### config.mk
export PLATFORM = sky130hd
export DESIGN_NAME = eth_rx_framer
export DESIGN_NICKNAME = d
export VERILOG_FILES = /design/src/rtl/eth_rx_framer.sv
export SDC_FILE = /design/constraint.sdc
export NUM_CORES = 1
export LEC_CHECK = 0
export BUFFER_PORTS_ARGS = -buffer_cell sky130_fd_sc_hd__buf_2
export CORE_UTILIZATION = 54
export DETAILED_ROUTE_END_ITERATION = 8
export PLACE_DENSITY = 0.82
export REMOVE_ABC_BUFFERS = 1
export SYNTH_ARGS = -nofsm -noshare
export SYNTH_HDL_FRONTEND = slang
export SYNTH_SLANG_ARGS = --single-unit
### constraint.sdc
create_clock -name clk -period 2.01 [get_ports clk]
set_input_delay 0.5025 -clock clk [delete_from_list [all_inputs] [get_ports clk]]
set_output_delay 0.5025 -clock clk [all_outputs]
set_load 0.05 [all_outputs]
### src/rtl/eth_rx_framer.sv
// RMII receive framer: locks onto preamble + SFD, forwards frame dibits with one cycle of latency.
// Optional statistics counters are enabled by defining ETH_RX_STATS_EN.
module eth_rx_framer #(
  parameter int MIN_PRE   = 24,
  parameter int MAX_BYTES = 1522
) (
  input  logic        clk,
  input  logic        rst,
  input  logic        crsdv,
  input  logic [1:0]  rxd,
  output logic        axiov,
  output logic [1:0]  axiod,
  output logic        frame_done,
  output logic        frame_err,
  output logic [10:0] byte_count,
  output logic [15:0] frame_cnt,
  output logic [15:0] err_cnt
);

  localparam int PW = $clog2(MIN_PRE + 1);
  localparam int DW = $clog2(4 * MAX_BYTES + 1);
  localparam logic [DW-1:0] MAX_DIB = DW'(4 * MAX_BYTES);

  typedef enum logic [1:0] {IDLE, PRE, DATA, DROP} state_t;

  state_t          state_q, state_d;
  logic [PW-1:0]   pre_cnt_q, pre_cnt_d;
  logic [DW-1:0]   dib_cnt_q, dib_cnt_d;
  logic            axiov_q, axiov_d;
  logic [1:0]      axiod_q, axiod_d;
  logic            done_q, done_d;
  logic            err_q, err_d;
  logic [10:0]     byte_count_q, byte_count_d;

  always_ff @(posedge clk) begin
    if (rst) begin
      state_q      <= IDLE;
      pre_cnt_q    <= '0;
      dib_cnt_q    <= '0;
      axiov_q      <= 1'b0;
      axiod_q      <= 2'b00;
      done_q       <= 1'b0;
      err_q        <= 1'b0;
      byte_count_q <= '0;
    end else begin
      state_q      <= state_d;
      pre_cnt_q    <= pre_cnt_d;
      dib_cnt_q    <= dib_cnt_d;
      axiov_q      <= axiov_d;
      axiod_q      <= axiod_d;
      done_q       <= done_d;
      err_q        <= err_d;
      byte_count_q <= byte_count_d;
    end
  end

  always_comb begin
    state_d      = state_q;
    pre_cnt_d    = pre_cnt_q;
    dib_cnt_d    = dib_cnt_q;
    axiov_d      = 1'b0;
    axiod_d      = 2'b00;
    done_d       = 1'b0;
    err_d        = 1'b0;
    byte_count_d = byte_count_q;
    unique case (state_q)
      IDLE: begin
        if (crsdv) begin
          if (rxd == 2'b01) begin
            state_d   = PRE;
            pre_cnt_d = PW'(1);
          end else begin
            state_d = DROP;
          end
        end
      end
      PRE: begin
        // Preamble faults report zero forwarded bytes.
        if (!crsdv) begin
          state_d      = IDLE;
          err_d        = 1'b1;
          byte_count_d = '0;
        end else if (rxd == 2'b01) begin
          if (pre_cnt_q < PW'(MIN_PRE)) pre_cnt_d = pre_cnt_q + PW'(1);
        end else if (rxd == 2'b11 && pre_cnt_q >= PW'(MIN_PRE)) begin
          state_d   = DATA;
          dib_cnt_d = '0;
        end else begin
          state_d      = DROP;
          err_d        = 1'b1;
          byte_count_d = '0;
        end
      end
      DATA: begin
        if (!crsdv) begin
          state_d      = IDLE;
          done_d       = (dib_cnt_q[1:0] == 2'b00);
          err_d        = (dib_cnt_q[1:0] != 2'b00);
          byte_count_d = 11'(dib_cnt_q >> 2);
        end else if (dib_cnt_q == MAX_DIB) begin
          state_d      = DROP;
          err_d        = 1'b1;
          byte_count_d = 11'(MAX_BYTES);
        end else begin
          axiov_d   = 1'b1;
          axiod_d   = rxd;
          dib_cnt_d = dib_cnt_q + DW'(1);
        end
      end
      DROP: begin
        if (!crsdv) state_d = IDLE;
      end
      default: state_d = IDLE;
    endcase
  end

  assign axiov      = axiov_q;
  assign axiod      = axiod_q;
  assign frame_done = done_q;
  assign frame_err  = err_q;
  assign byte_count = byte_count_q;

`ifdef ETH_RX_STATS_EN
  logic [15:0] frame_cnt_q, err_cnt_q;

  // Saturating counters fed by the registered pulses; only rst clears them.
  always_ff @(posedge clk) begin
    if (rst) begin
      frame_cnt_q <= '0;
      err_cnt_q   <= '0;
    end else begin
      if (done_q && frame_cnt_q != 16'hFFFF) frame_cnt_q <= frame_cnt_q + 16'd1;
      if (err_q && err_cnt_q != 16'hFFFF)    err_cnt_q   <= err_cnt_q + 16'd1;
    end
  end

  assign frame_cnt = frame_cnt_q;
  assign err_cnt   = err_cnt_q;
`else
  assign frame_cnt = 16'h0000;
  assign err_cnt   = 16'h0000;
`endif

endmodule

### After elaboration in Yosys (flattened, before gate mapping)

Index checks and enable logic that the tools add are counted.
W data, S select, Z words.

| cells by class | value |
|---|---|
| add/subtract/negate cells | 2 |
| bitwise gates (word level) | 2 |
| mux-type cells | 34 |
| order comparisons | 2 |
| eq/ne operators | 19 |
| reduce and logical (&&, ||, !) cells | 13 |

Operators by type and width:

| kind | count |
|---|---|
| $mux W13 | 5 |
| $mux W11 | 5 |
| $pmux W13 S2 | 1 |
| $mux W5 | 5 |
| $pmux W11 S2 | 1 |
| $ne A2 B2 Y1 const B | 10 |
| $mux W2 | 7 |
| $add A13 B1 Y13 const B | 1 |
| $eq A13 B13 Y1 const B | 1 |
| $reduce_and A6 Y1 | 2 |
| $pmux W5 S2 | 1 |
| $ne A3 B3 Y1 const B | 3 |
| $pmux W2 S4 | 1 |
| $reduce_and A4 Y1 | 2 |
| $mux W1 | 7 |
| $eq A2 B2 Y1 const B | 3 |
| $reduce_bool A2 Y1 | 3 |
| $reduce_or A3 Y1 | 2 |
| $add A5 B1 Y5 const B | 1 |
| $ge A5 B5 Y1 const B | 1 |
| $lt A5 B5 Y1 const B | 1 |
| $eq A2 B1 Y1 const B | 2 |
| $logic_not A2 Y1 | 2 |
| $reduce_or A4 Y1 | 1 |
| other kinds (3) | 4 |

| storage, ports and cells | value |
|---|---|
| register bits | 36 |
| word-level logic and storage cells | 80 |
| output and inout port bits | 48 |

### Depth between registers and ports, before layout

| depth | value |
|---|---|
| depth in word-level cells | 6 |
| mapped depth | 8 |
| mapped depth without buffers | 6 |

### Worst setup path before layout

No wires, ideal clock.

| timing | value |
|---|---|
| path kind | flip-flop to flip-flop |
| start | register dib_cnt_q[0] |
| end | register byte_count_q[0], in the netlist byte_count[0] |
| arrival | 1.597 ns |
| buffers on the path | 1 |
| clock period less this slack | 1.714 ns |
| data required time | 1.893 ns |
| cell stages (with the launch flop) | 8 |
| slack | 0.296 ns |
| path through | dfxtp_1 -> inv_1 -> ha_1 -> and4bb_2 -> nand4_4 -> a31o_1 -> buf_6 -> a32o_1 |

| between the ends | value |
|---|---|
| word-level cells in the longest chain between the ends | 3 |

RTL lines:

| element | line | source |
|---|---|---|
| start: declaration | 28 | `logic [DW-1:0] dib_cnt_q, dib_cnt_d;` |
| start signal: assignment | 48 | `dib_cnt_q <= dib_cnt_d;` |
| $eq A13 B13 Y1 | 100 | `end else if (dib_cnt_q == MAX_DIB) begin` |
| $ne A3 B3 Y1 (no source line) | n/a |  |
| $reduce_and A4 Y1 (no source line) | n/a |  |
| end signal: assignment | 53 | `byte_count_q <= byte_count_d;` |
| end: declaration | 33 | `logic [10:0] byte_count_q, byte_count_d;` |

No other way between the ends.
A chain may end at the register's enable or synchronous reset.

### Worst setup path after layout

Ends and elaborated chain as after synthesis.

==> summary.txt <==
FP Rows: 22
Slowest-stage cell, CP: dfxtp_1
PostCTS Resize Cnt: 0
Fin Setup TNS: 0 ps
initial antenna violation count: 0
most used flip-flop cell after synthesis: dfxtp_1
Die H: 66.08 um
Critical Path Source Type: register
commonest non-fill, non-tap cell in the layout: dfxtp_1
Clk Latency, worst-skew pair: 290 ps
Finish-stage setup viols: 0
CTS Root Cell: clkbuf_8
worst path cell trace: inv_1, ha_1, and4bb_2, nand4_4, a31o_1, buf_4, a32o_1
pre-CTS WS: 101.3 ps
final wirelength: 4.647 mm
GRT overflow: 0
Pins Over Slew Limit: 0
DRC Markers: 0
clk buf depth: 2
Fill cells: 336
Post-CTS Setup Bufs: 0
CTS H-tree lvls: 2
Die W: 66.08 um
final instance area: 0.002366 mm^2
hold_buf cts: 0
area of the multi-input gates: 0.001255 mm^2
cts bufs inserted: 5
Detailed Routing Iterations Pass 1: 5
CTS sink cnt: 36
post-synthesis cell count: 260
Placement Cell Area: 0.002276 mm^2
synth unique cells: 53
post-synthesis sequential element count: 36
Final ANT Viol Nets: 0
Fmax: 517.2 MHz
Total GRT Usage: 0.2304
WP data arrival: 2120 ps
num ports: 53
Syn-to-layout area delta: 6.716%
status: complete, no violations
Post-synth EDFFs: 0
first-pass GRT wire length: 7.679 mm
CP Max Fanout: 11
slowest stage delay, CP: 330 ps
Via density: 5.810
Synth async-reset ratio: 0
Worst Hold Class: reg -> reg
clk_skew: 4.118 ps
Ant. Diodes: 0
drt initial violations: 182
Crit Path Class: reg -> reg
fin crit share: 0.9619
element type at the critical path end: register
Placer Congestion: 0.8879
Cell Pwr Density: 826.8 mW/mm^2
ratio of cells with drive above 1 in the final layout: 0.1761
Final Hold Violating Endpoints: 0
hpwl dp: 3.384 mm
CP top delay family: compound AO/OA/AOI/OAI gates
register area share after synthesis: 0.3251
Core ar.: 0.003799 mm^2
total die area: 0.004366 mm^2
Post-Syn Area: 0.002217 mm^2
Bufs and invs on worst path: 2
CTS tree: done
Crit path required time: 2200 ps
drt wl/cell: 14.00 um
largest net degree at the start of global routing: 24
Clk pin slew, worst setup/hold paths: 80 ps
Max VDD drop: 0.0002965 V
nets: 296
Synthesis Warnings: 0
max cap viols: 0
Starting Density: 0.5837
Static Leakage: 1.056 nW
Avg Synthesized Cell Area: 8.527 um^2
RSZ-0062 raised after global routing: no
total number of vias: 1929
minimum clock period: 1933 ps
vias in the first global route: 1696
Setup WS post-layout: 76.63 ps
leading cell types in the layout, fill and taps excluded: 36 x dfxtp_1, 32 x conb_1, 21 x nand2_1
I/O Buffers: 20
Reg area: 720.7 um^2
kinds of logic (layout without fill, tap and decap cells):
family,after synthesis,count (layout),share of synthesized area
adder cells (fa/ha/maj),8,8,0.04515
buffers and inverters,59,52,0.1625
XOR/XNOR,1,1,0.003951
AO/OA/AOI/OAI,67,67,0.2201
AND/OR/NAND/NOR,80,80,0.2054
multiplexers,8,8,0.03612
other,1,32,0.001691
flip-flops,36,36,0.3251
layout make-up:
| type | count | area share |
|---|---|---|
| Timing Repair Buffer | 34 | 0.08673 |
| Sequential cell | 36 | 0.3046 |
| Clock buffer | 5 | 0.02909 |
| Inverter | 10 | 0.01586 |
| Tap cell | 48 | 0.02538 |
| Clock inverter | 3 | 0.007932 |
| Multi-Input combinational cell | 196 | 0.5304 |
sequential cells by signal, indices dropped and copies added, names as in the netlist:
name,count
dib_cnt_q,13
byte_count,11
pre_cnt_q,5
axiod,2
state_q,2
axiov,1
frame_done,1
frame_err,1
power breakdown:
part	switching (W)	total, W	leakage (nW)	internal (W)
registers	0.0000192	0.000765	0.291	0.000746
logic	0.000468	0.000676	0.717	0.000207
clock network	0.000274	0.000515	0.0479	0.000241
total	0.000761	0.00196	1.06	0.00120
metrics by stage:
stage	total power (W)	hold slack, ps	utilization	instances
2_1_floorplan	0.001287	445.5	-	242
3_3_place_gp	0.001440	442.6	0.5991	324
3_5_place_dp	0.001447	453.5	0.5991	324
4_1_cts	0.001956	464.3	0.6222	332
5_1_grt	0.002057	491.5	0.6229	332
6_report	0.001956	460.3	0.6229	332
worst reg2reg max path: stages (launching register included):
cell and delay (ps):
dfxtp_1 330, inv_1 120, ha_1 190, and4bb_2 290, nand4_4 170, a31o_1 270
buf_4 180, a32o_1 270
metal layers:
layer / up-vias / share of wire / track usage
met5: - / 0 / 0
met4: 0 / 0.020 / 0.1011
met3: 14 / 0.075 / 0.04655
met2: 89 / 0.46 / 0.3661
met1: 894 / 0.45 / 0.2993
li1: 932 / - / -
cells in the mapped netlist (2+ instances only):
master / number / area share
nor4_1: 2 / 0.0056
and4_1: 2 / 0.0079
and3_1: 2 / 0.0056
a21o_1: 6 / 0.020
dfxtp_1: 36 / 0.33
nor2_1: 8 / 0.014
a31oi_1: 4 / 0.011
buf_2: 6 / 0.014
o21ai_0: 14 / 0.032
nand2b_1: 2 / 0.0056
a21oi_1: 6 / 0.014
nand4_1: 8 / 0.023
ha_1: 8 / 0.045
nand3b_1: 2 / 0.0068
a32o_1: 4 / 0.018
mux2i_1: 8 / 0.036
nand2_1: 21 / 0.036
a311oi_1: 2 / 0.0079
nor3_1: 3 / 0.0068
nand3_1: 12 / 0.027
inv_1: 10 / 0.017
a22o_1: 3 / 0.012
o31ai_1: 4 / 0.014
and2_1: 3 / 0.0085
o2bb2ai_1: 2 / 0.0079
buf_4: 33 / 0.11
nor2b_1: 6 / 0.017
clkbuf_1: 9 / 0.015
a211oi_1: 5 / 0.017
a41o_1: 2 / 0.0090
nor4bb_1: 2 / 0.0090
a41oi_1: 2 / 0.0079
a31o_2: 3 / 0.012
final timing paths:
kind	from	endpoint	slack (ps)	cells past startpoint
worst max register to register	dib_cnt_q[0]	byte_count[0]	80	7
worst min-delay path	byte_count[1]	byte_count[1]	460	2
worst max-delay path	dib_cnt_q[0]	byte_count[0]	80	7
worst min register to register	byte_count[1]	byte_count[1]	460	2
(Power assumes the default switching activity.)
